$ cat config.mk
export PLATFORM = sky130hd
export DESIGN_NAME = alu_scheduler
export DESIGN_NICKNAME = d
export VERILOG_FILES = /design/src/rtl/alu_pkg.sv /design/src/rtl/alu.sv /design/src/rtl/rr_arbiter2.sv /design/src/rtl/alu_scheduler.sv
export SDC_FILE = /design/constraint.sdc
export NUM_CORES = 1
export LEC_CHECK = 0
export ABC_AREA = 1
export ABC_CLOCK_PERIOD_IN_PS = 13310
export CAP_MARGIN = 10
export CORE_MARGIN = 2
export CORE_UTILIZATION = 60
export DETAILED_ROUTE_END_ITERATION = 8
export PLACE_DENSITY = 0.95
export SYNTH_ARGS = -nofsm -noshare
export SYNTH_HDL_FRONTEND = slang
export SYNTH_HIERARCHICAL = 1
export SYNTH_SLANG_ARGS = --single-unit
$ cat constraint.sdc
create_clock -name clk -period 13.31 [get_ports clk]
set_clock_uncertainty 0.2 [all_clocks]
set_input_delay 3.993 -clock clk [delete_from_list [all_inputs] [get_ports clk]]
set_output_delay 3.993 -clock clk [all_outputs]
set_load 0.005 [all_outputs]
$ cat src/rtl/alu_pkg.sv
// Shared ALU definitions: opcodes, flag bit positions and the request payload.
// Imported by the ALU, the arbiter wrapper and the scheduler top.
package alu_pkg;

  localparam logic [3:0] ALU_ADD = 4'b0000;
  localparam logic [3:0] ALU_AND = 4'b0001;
  localparam logic [3:0] ALU_SUB = 4'b0010;
  localparam logic [3:0] ALU_OR  = 4'b0011;
  localparam logic [3:0] ALU_XOR = 4'b0100;

  localparam int FLAG_C = 0;
  localparam int FLAG_V = 1;
  localparam int FLAG_Z = 2;
  localparam int FLAG_N = 3;

  typedef struct packed {
    logic [31:0] a;
    logic [31:0] b;
    logic [3:0]  op;
    logic        cin;
    logic        usecc;
    logic        setcc;
  } alu_req_t;

endpackage

$ cat src/rtl/alu.sv
// Combinational 32-bit ALU with SPARC-style carry/borrow and {N,Z,V,C} flags.
// SUB computes a - b - cin; C is the borrow out.
module alu
  import alu_pkg::*;
(
  input  logic [31:0] a,
  input  logic [31:0] b,
  input  logic        cin,
  input  logic [3:0]  opcode,
  output logic [31:0] y,
  output logic [3:0]  flags
);

  logic [32:0] sum;
  logic        v;
  logic        c;

  // NOTE: every output of an always_comb gets a default first, so no path can infer a latch.
  always_comb begin
    sum   = '0;
    y     = a;
    v     = 1'b0;
    c     = 1'b0;
    flags = '0;
    case (opcode)
      ALU_ADD: begin
        sum = {1'b0, a} + {1'b0, b} + {32'b0, cin};
        y   = sum[31:0];
        c   = sum[32];
        v   = (a[31] == b[31]) && (y[31] != a[31]);
      end
      ALU_SUB: begin
        sum = {1'b0, a} - {1'b0, b} - {32'b0, cin};
        y   = sum[31:0];
        c   = sum[32];
        v   = (a[31] != b[31]) && (y[31] != a[31]);
      end
      ALU_AND: y = a & b;
      ALU_OR:  y = a | b;
      ALU_XOR: y = a ^ b;
      default: y = a;
    endcase
    flags[FLAG_N] = y[31];
    flags[FLAG_Z] = (y == 32'd0);
    flags[FLAG_V] = v;
    flags[FLAG_C] = c;
  end

endmodule

$ cat src/rtl/rr_arbiter2.sv
// Two-way round-robin arbiter; 'last' names the most recent winner and
// only moves on a real grant.
module rr_arbiter2 (
  input  logic       clk,
  input  logic       reset,
  input  logic       grant_en,
  input  logic [1:0] req,
  output logic [1:0] grant
);

  logic last;

  always_comb begin
    grant = 2'b00;
    if (grant_en) begin
      case (req)
        2'b01:   grant = 2'b01;
        2'b10:   grant = 2'b10;
        2'b11:   grant = last ? 2'b01 : 2'b10;
        default: grant = 2'b00;
      endcase
    end
  end

  // NOTE: sequential state uses non-blocking assignments so every flop samples pre-edge values.
  always_ff @(posedge clk) begin
    if (reset)         last <= 1'b1;
    else if (grant[0]) last <= 1'b0;
    else if (grant[1]) last <= 1'b1;
  end

endmodule

$ cat src/rtl/alu_scheduler.sv
// Shares one ALU between two requesters through an execute (E) and result (W)
// register pair with back-pressure; owns the icc condition codes.
module alu_scheduler
  import alu_pkg::*;
#(
  parameter logic [3:0] ICC_RESET = 4'b0000
) (
  input  logic            clk,
  input  logic            reset,
  input  logic [1:0]      req_valid,
  output logic [1:0]      req_ready,
  input  logic [1:0][31:0] req_a,
  input  logic [1:0][31:0] req_b,
  input  logic [1:0][3:0] req_op,
  input  logic [1:0]      req_cin,
  input  logic [1:0]      req_usecc,
  input  logic [1:0]      req_setcc,
  output logic            rsp_valid,
  input  logic            rsp_ready,
  output logic            rsp_id,
  output logic [31:0]     rsp_y,
  output logic [3:0]      rsp_flags,
  output logic [3:0]      icc
);

  alu_req_t    e_req;
  alu_req_t    req_sel;
  logic        e_valid;
  logic        e_id;
  logic        w_valid;
  logic        w_id;
  logic [31:0] w_y;
  logic [3:0]  w_flags;
  logic [3:0]  icc_q;

  logic        w_free;
  logic        e_adv;
  logic        e_free;
  logic [1:0]  grant;
  logic        sel;
  logic        alu_cin;
  logic [31:0] alu_y;
  logic [3:0]  alu_flags;

  assign w_free = !w_valid || rsp_ready;
  assign e_adv  = e_valid && w_free;
  assign e_free = !e_valid || e_adv;

  rr_arbiter2 u_arb (
    .clk      (clk),
    .reset    (reset),
    .grant_en (e_free && !reset),
    .req      (req_valid),
    .grant    (grant)
  );

  assign req_ready = grant;
  assign sel       = grant[1];

  always_comb begin
    req_sel = '{a:     req_a[sel],
                b:     req_b[sel],
                op:    req_op[sel],
                cin:   req_cin[sel],
                usecc: req_usecc[sel],
                setcc: req_setcc[sel]};
  end

  // Carry-in is resolved while the op sits in E; any earlier set-cc op has already written icc.
  assign alu_cin = e_req.usecc ? icc_q[FLAG_C] : e_req.cin;

  alu u_alu (
    .a      (e_req.a),
    .b      (e_req.b),
    .cin    (alu_cin),
    .opcode (e_req.op),
    .y      (alu_y),
    .flags  (alu_flags)
  );

  // NOTE: the E payload is not reset; e_valid alone qualifies it, so no reset mux is spent on data.
  always_ff @(posedge clk) begin
    if (|grant) begin
      e_req <= req_sel;
      e_id  <= sel;
    end
  end

  always_ff @(posedge clk) begin
    if (reset) begin
      e_valid <= 1'b0;
      w_valid <= 1'b0;
      w_y     <= '0;
      w_flags <= '0;
      w_id    <= 1'b0;
      icc_q   <= ICC_RESET;
    end else begin
      if (e_adv) begin
        w_valid <= 1'b1;
        w_y     <= alu_y;
        w_flags <= alu_flags;
        w_id    <= e_id;
        if (e_req.setcc) icc_q <= alu_flags;
      end else if (w_valid && rsp_ready) begin
        w_valid <= 1'b0;
      end

      if (|grant)     e_valid <= 1'b1;
      else if (e_adv) e_valid <= 1'b0;
    end
  end

  assign rsp_valid = w_valid;
  assign rsp_id    = w_id;
  assign rsp_y     = w_y;
  assign rsp_flags = w_flags;
  assign icc       = icc_q;

endmodule

==> After elaboration in Yosys (flattened, before gate mapping) <==
Index checks and enable logic that the tools add are counted.
{ "totals": {"regBits": 116, "elab_cells": 75} }
{ "op_classes": {"magnitude_cmp": 1, "n_mux": 25, "add_sub_neg": 4, "reduce_logical": 17, "n_bitwise": 3, "eq_ne": 11} }
{ "op_table": {"columns": ["op", "count"], "rows": [
  ["32-bit one-hot mux with 5 select lines", 1],
  ["32-bit two-way mux", 4],
  ["32-bit by 32-bit adder with 33-bit output", 1],
  ["33-bit by 1-bit adder with 33-bit output", 1],
  ["32-bit by 32-bit subtractor with 33-bit output", 1],
  ["33-bit by 1-bit subtractor with 33-bit output", 1],
  ["32-bit AND", 1],
  ["32-bit zero test", 1],
  ["32-bit OR", 1],
  ["32-bit bitwise XOR", 1],
  ["1-bit two-way mux", 13],
  ["4-bit by 2-bit == test with 1-bit output, second input constant", 2],
  ["4-bit two-way mux", 2],
  ["2-bit one-hot mux with 3 select lines", 1],
  ["2-bit nonzero test", 3],
  ["1-bit logical AND", 5],
  ["2-bit == test, second input constant", 2],
  ["4-bit by 1-bit == test with 1-bit output, second input constant", 1],
  ["4-bit by 3-bit == test with 1-bit output, second input constant", 1],
  ["4-bit zero test", 1],
  ["2-bit two-way mux", 2],
  ["1-bit one-hot mux with 2 select lines", 2],
  ["1-bit zero test", 3],
  ["1-bit inequality test", 3],
  ["other kinds (6)", 7]
]} }

==> Logic depth before layout (Yosys ltp) <==
{ "logic_depth": {"ltp_word": 8, "depth_mapped": 26, "mapped_depth_nobuf": 26} }

==> Modules after synthesis <==
Netlist, hierarchy kept.
{ "by_module_without_submodules": {"columns": ["mod", "cells_per_inst", "n_inst", "seq_area_each_um2", "area_each_um2"], "rows": [
  ["alu", 1464, 1, 0.0, 7478.4],
  ["alu_scheduler", 359, 1, 3022.9, 4635.7],
  ["rr_arbiter2", 12, 1, 20.0, 71.3]
]} }

==> Worst setup path after synthesis <==
Ideal clock, no wire load.
{ "synth_path": {"path_kind": "in2out", "start": "input reset", "end": "output req_ready[0]", "path_buffers": 1, "t_arrival_ns": 4.695, "setup_slack_ns": 4.422, "t_required_ns": 9.117, "stages": 6, "path_cell_list": "inv_1 -> clkbuf_1 -> nand2_1 -> inv_1 -> nand2_1 -> a21oi_1"} }
{ "synth_via": {"elab_chain_cells": 3} }
{ "synth_lines": {"columns": ["item", "line", "source"], "rows": [
  ["start, declared", "alu_scheduler.sv:9", "input logic reset,"],
  ["1-bit zero test", "alu_scheduler.sv:52", ".grant_en (e_free && !reset),"],
  ["1-bit logical AND", "alu_scheduler.sv:52", null],
  ["2-bit two-way mux", "rr_arbiter2.sv:15", "if (grant_en) begin"],
  ["end, declared", "alu_scheduler.sv:11", "output logic [1:0] req_ready,"]
]} }
No other way between the ends.

==> Worst setup path after layout <==
Same ends and word-level chain as after synthesis.

==> metrics.cfg <==
[cells_and_area]
nets=2284
final_core_util_pct=73.3
design_area_um2=14700
n_antenna_cell=0
areaGrowthSynthToFinish_pct=21.0
drive_gt1_share_pct=6.78
layout.cells.non_filler=2290
final_cell_mix=463 x nand2_1, 329 x inv_1, 254 x nor2_1, 190 x clkdlybuf4s50_1, 163 x nand3_1
mostFrequentLayoutCell=nand2_1

[die]
boundaryPins=191
die_h_um=147
die_area_um2=21500
initial_utilization_pct=60.6
core_um2=20100
num_rows=52
fp.dieW_um=147

[clock_network]
cts_sinks=116
post-cts-setup-buffer-count=0
clk_latency_ps=430
cts_htree_levels=4
ctsResizeCount=0
numCtsBuffers=17
cts_root_buf=clkbuf_16
cts_tree=yes
clk_pin_slew_worst_paths_ps=60
cts_hold_buf=0
clk_path_buf_depth=2

[routing]
wl_per_cell_um=17.9
drt_iter0_drc=1376
viasPerCell=5.63
vias=12900
dr_wl_met3_mm=4.45
antenna_left=0
wl_met2_mm=18.3
drc=0
wl_met1_mm=16.6
wl_mm=41.0
dr.pass1.iters=5
top_layer_used=met4

[sta]
period_share_pct=79.3
layout_min_cycle_time_ps=10560
tightest_slew_ps=1160
max_freq_mhz=94.7
setup_ws_ps=2750
setup_viol=0
slew_violations=0
finalHoldViolCount=0
tns_ps=0
slew_headroom_pct=22.3
fin_hold_ws_ps=287
rsz0062_at_grt=no

[run]
cap_violations=0

[logic_synthesis]
synthTopCellsByArea=edfxtp_1 18%, nand2_1 14%, ha_1 13%, inv_1 10%, nor2_1 7.8%
yosysUniqueCellTypes=47
synth_seq_cells=116
synth_seq_area_share_pct=25.0
syn-num-nets=2112
synthCells=1835
synth_top_area_share_pct=17.7
syn_area_um2=12200
syn_area_per_cell_um2=6.64
synth_top_cell_by_area=edfxtp_1
synth_warnings=6

[place]
hpwlAfterDp_mm=31.3
dpl_worst_slack_ps=2790
numPortBuffers=190
place_area_um2=14100
place_inst=2258
finalWeightedCongestion=1.03

[global_routing]
grt_overflow=0
grt_pass1_wl_mm=63.8
antenna_found_initial=0
grt_max_degree=74
grt_pass1_vias=12400
grt_use_total_pct=37.9

[worst_hold_path]
hp-class=flop to flop

[worst_setup_path]
cp_max_fo=42
critical-path-max-stage-delay_ps=840
cp-end-kind=output pin
crit_type=primary input to output pin
cp_num_buf_inv=4
cp.required_ps=9120
cpLargestDelayFamily=buffers and inverters
crit_chain=clkdlybuf4s50_1 -> inv_1 -> nand2_1 -> inv_1 -> nand2_1 -> a21oi_1 -> clkdlybuf4s50_1
start_kind=primary input
cp_slowest_cell=inv_1
cp_data_arrival_time_ps=6360

[outcome]
status=finished clean

[power]
p_leak_nw=7.20
p_per_area_nw_per_um2=105
total_power_mw=1.55
peakVddDrop_mv=0.0791

-- final timing paths --
kind                  start           end  slack [ps]  depth (start not counted)
setup / recovery      reset  req_ready[0]        2750                          7
hold / removal    rsp_y[29]     rsp_y[29]         290                          2
setup reg to reg     icc[0]        icc[2]        8870                         24
hold reg to reg   rsp_y[29]     rsp_y[29]         290                          2
-- state kept, by name, indices dropped and copies added (netlist names) --
register,count
icc,4
rsp_id,1
rsp_valid,1
e_id,1
u_arb/last,1
rsp_flags,4
e_req,71
e_valid,1
rsp_y,32
-- where the power goes --
group	internal [mW]	total [mW]	switching (mW)
clock	0.300	0.488	0.187
sequential	0.415	0.436	0.0203
combinational	0.230	0.627	0.397
-- cell type report --
type,count,area (µm²)
clock buffer,20,479
clock inverter,12,140
fill,1578,5360
inverter,336,1260
multi-input combinational,1341,7540
sequential,116,3040
tap,270,338
timing repair buffer,195,1940
-- tightest hold or removal path, delay by kind of cell, from the launching register on --
kind          cells  cell delay (ps)
flops             1              320
simple gates      2              130
-- metal layers --
metal  GRT usage, %  vias to the layer above
li1               -                     6196
met1           48.2                     5860
met2           62.0                      724
met3           9.19                      109
met4           15.4                        0
met5              0                        -
-- synthesized netlist by cell type, drive strengths merged --
library cell  instances
nor2                257
nor3b                 1
xnor2                 1
inv                 336
nand3               166
edfxtp               72
ha                  126
buf                  32
a21oi                63
nand4                22
o22ai                 9
mux2                 71
a21boi                1
clkbuf               10
o21a                  2
nand3b               26
and2                  3
a211oi               16
o211ai                2
o21ai                69
a31oi                 1
fa                    4
dfxtp                44
nand2               472
nor4                  3
nor3                 15
o21bai                8
or2                   2
a31o                  1
-- logic make-up after synthesis --
kind of cell	synth area share, %
fa+ha+maj	13.6
simple gates	33.7
mux	6.56
flops	25.0
xor+xnor	0.0719
buf+inv	13.1
compound gates	8.01
Power figures use the tool's default switching activity.
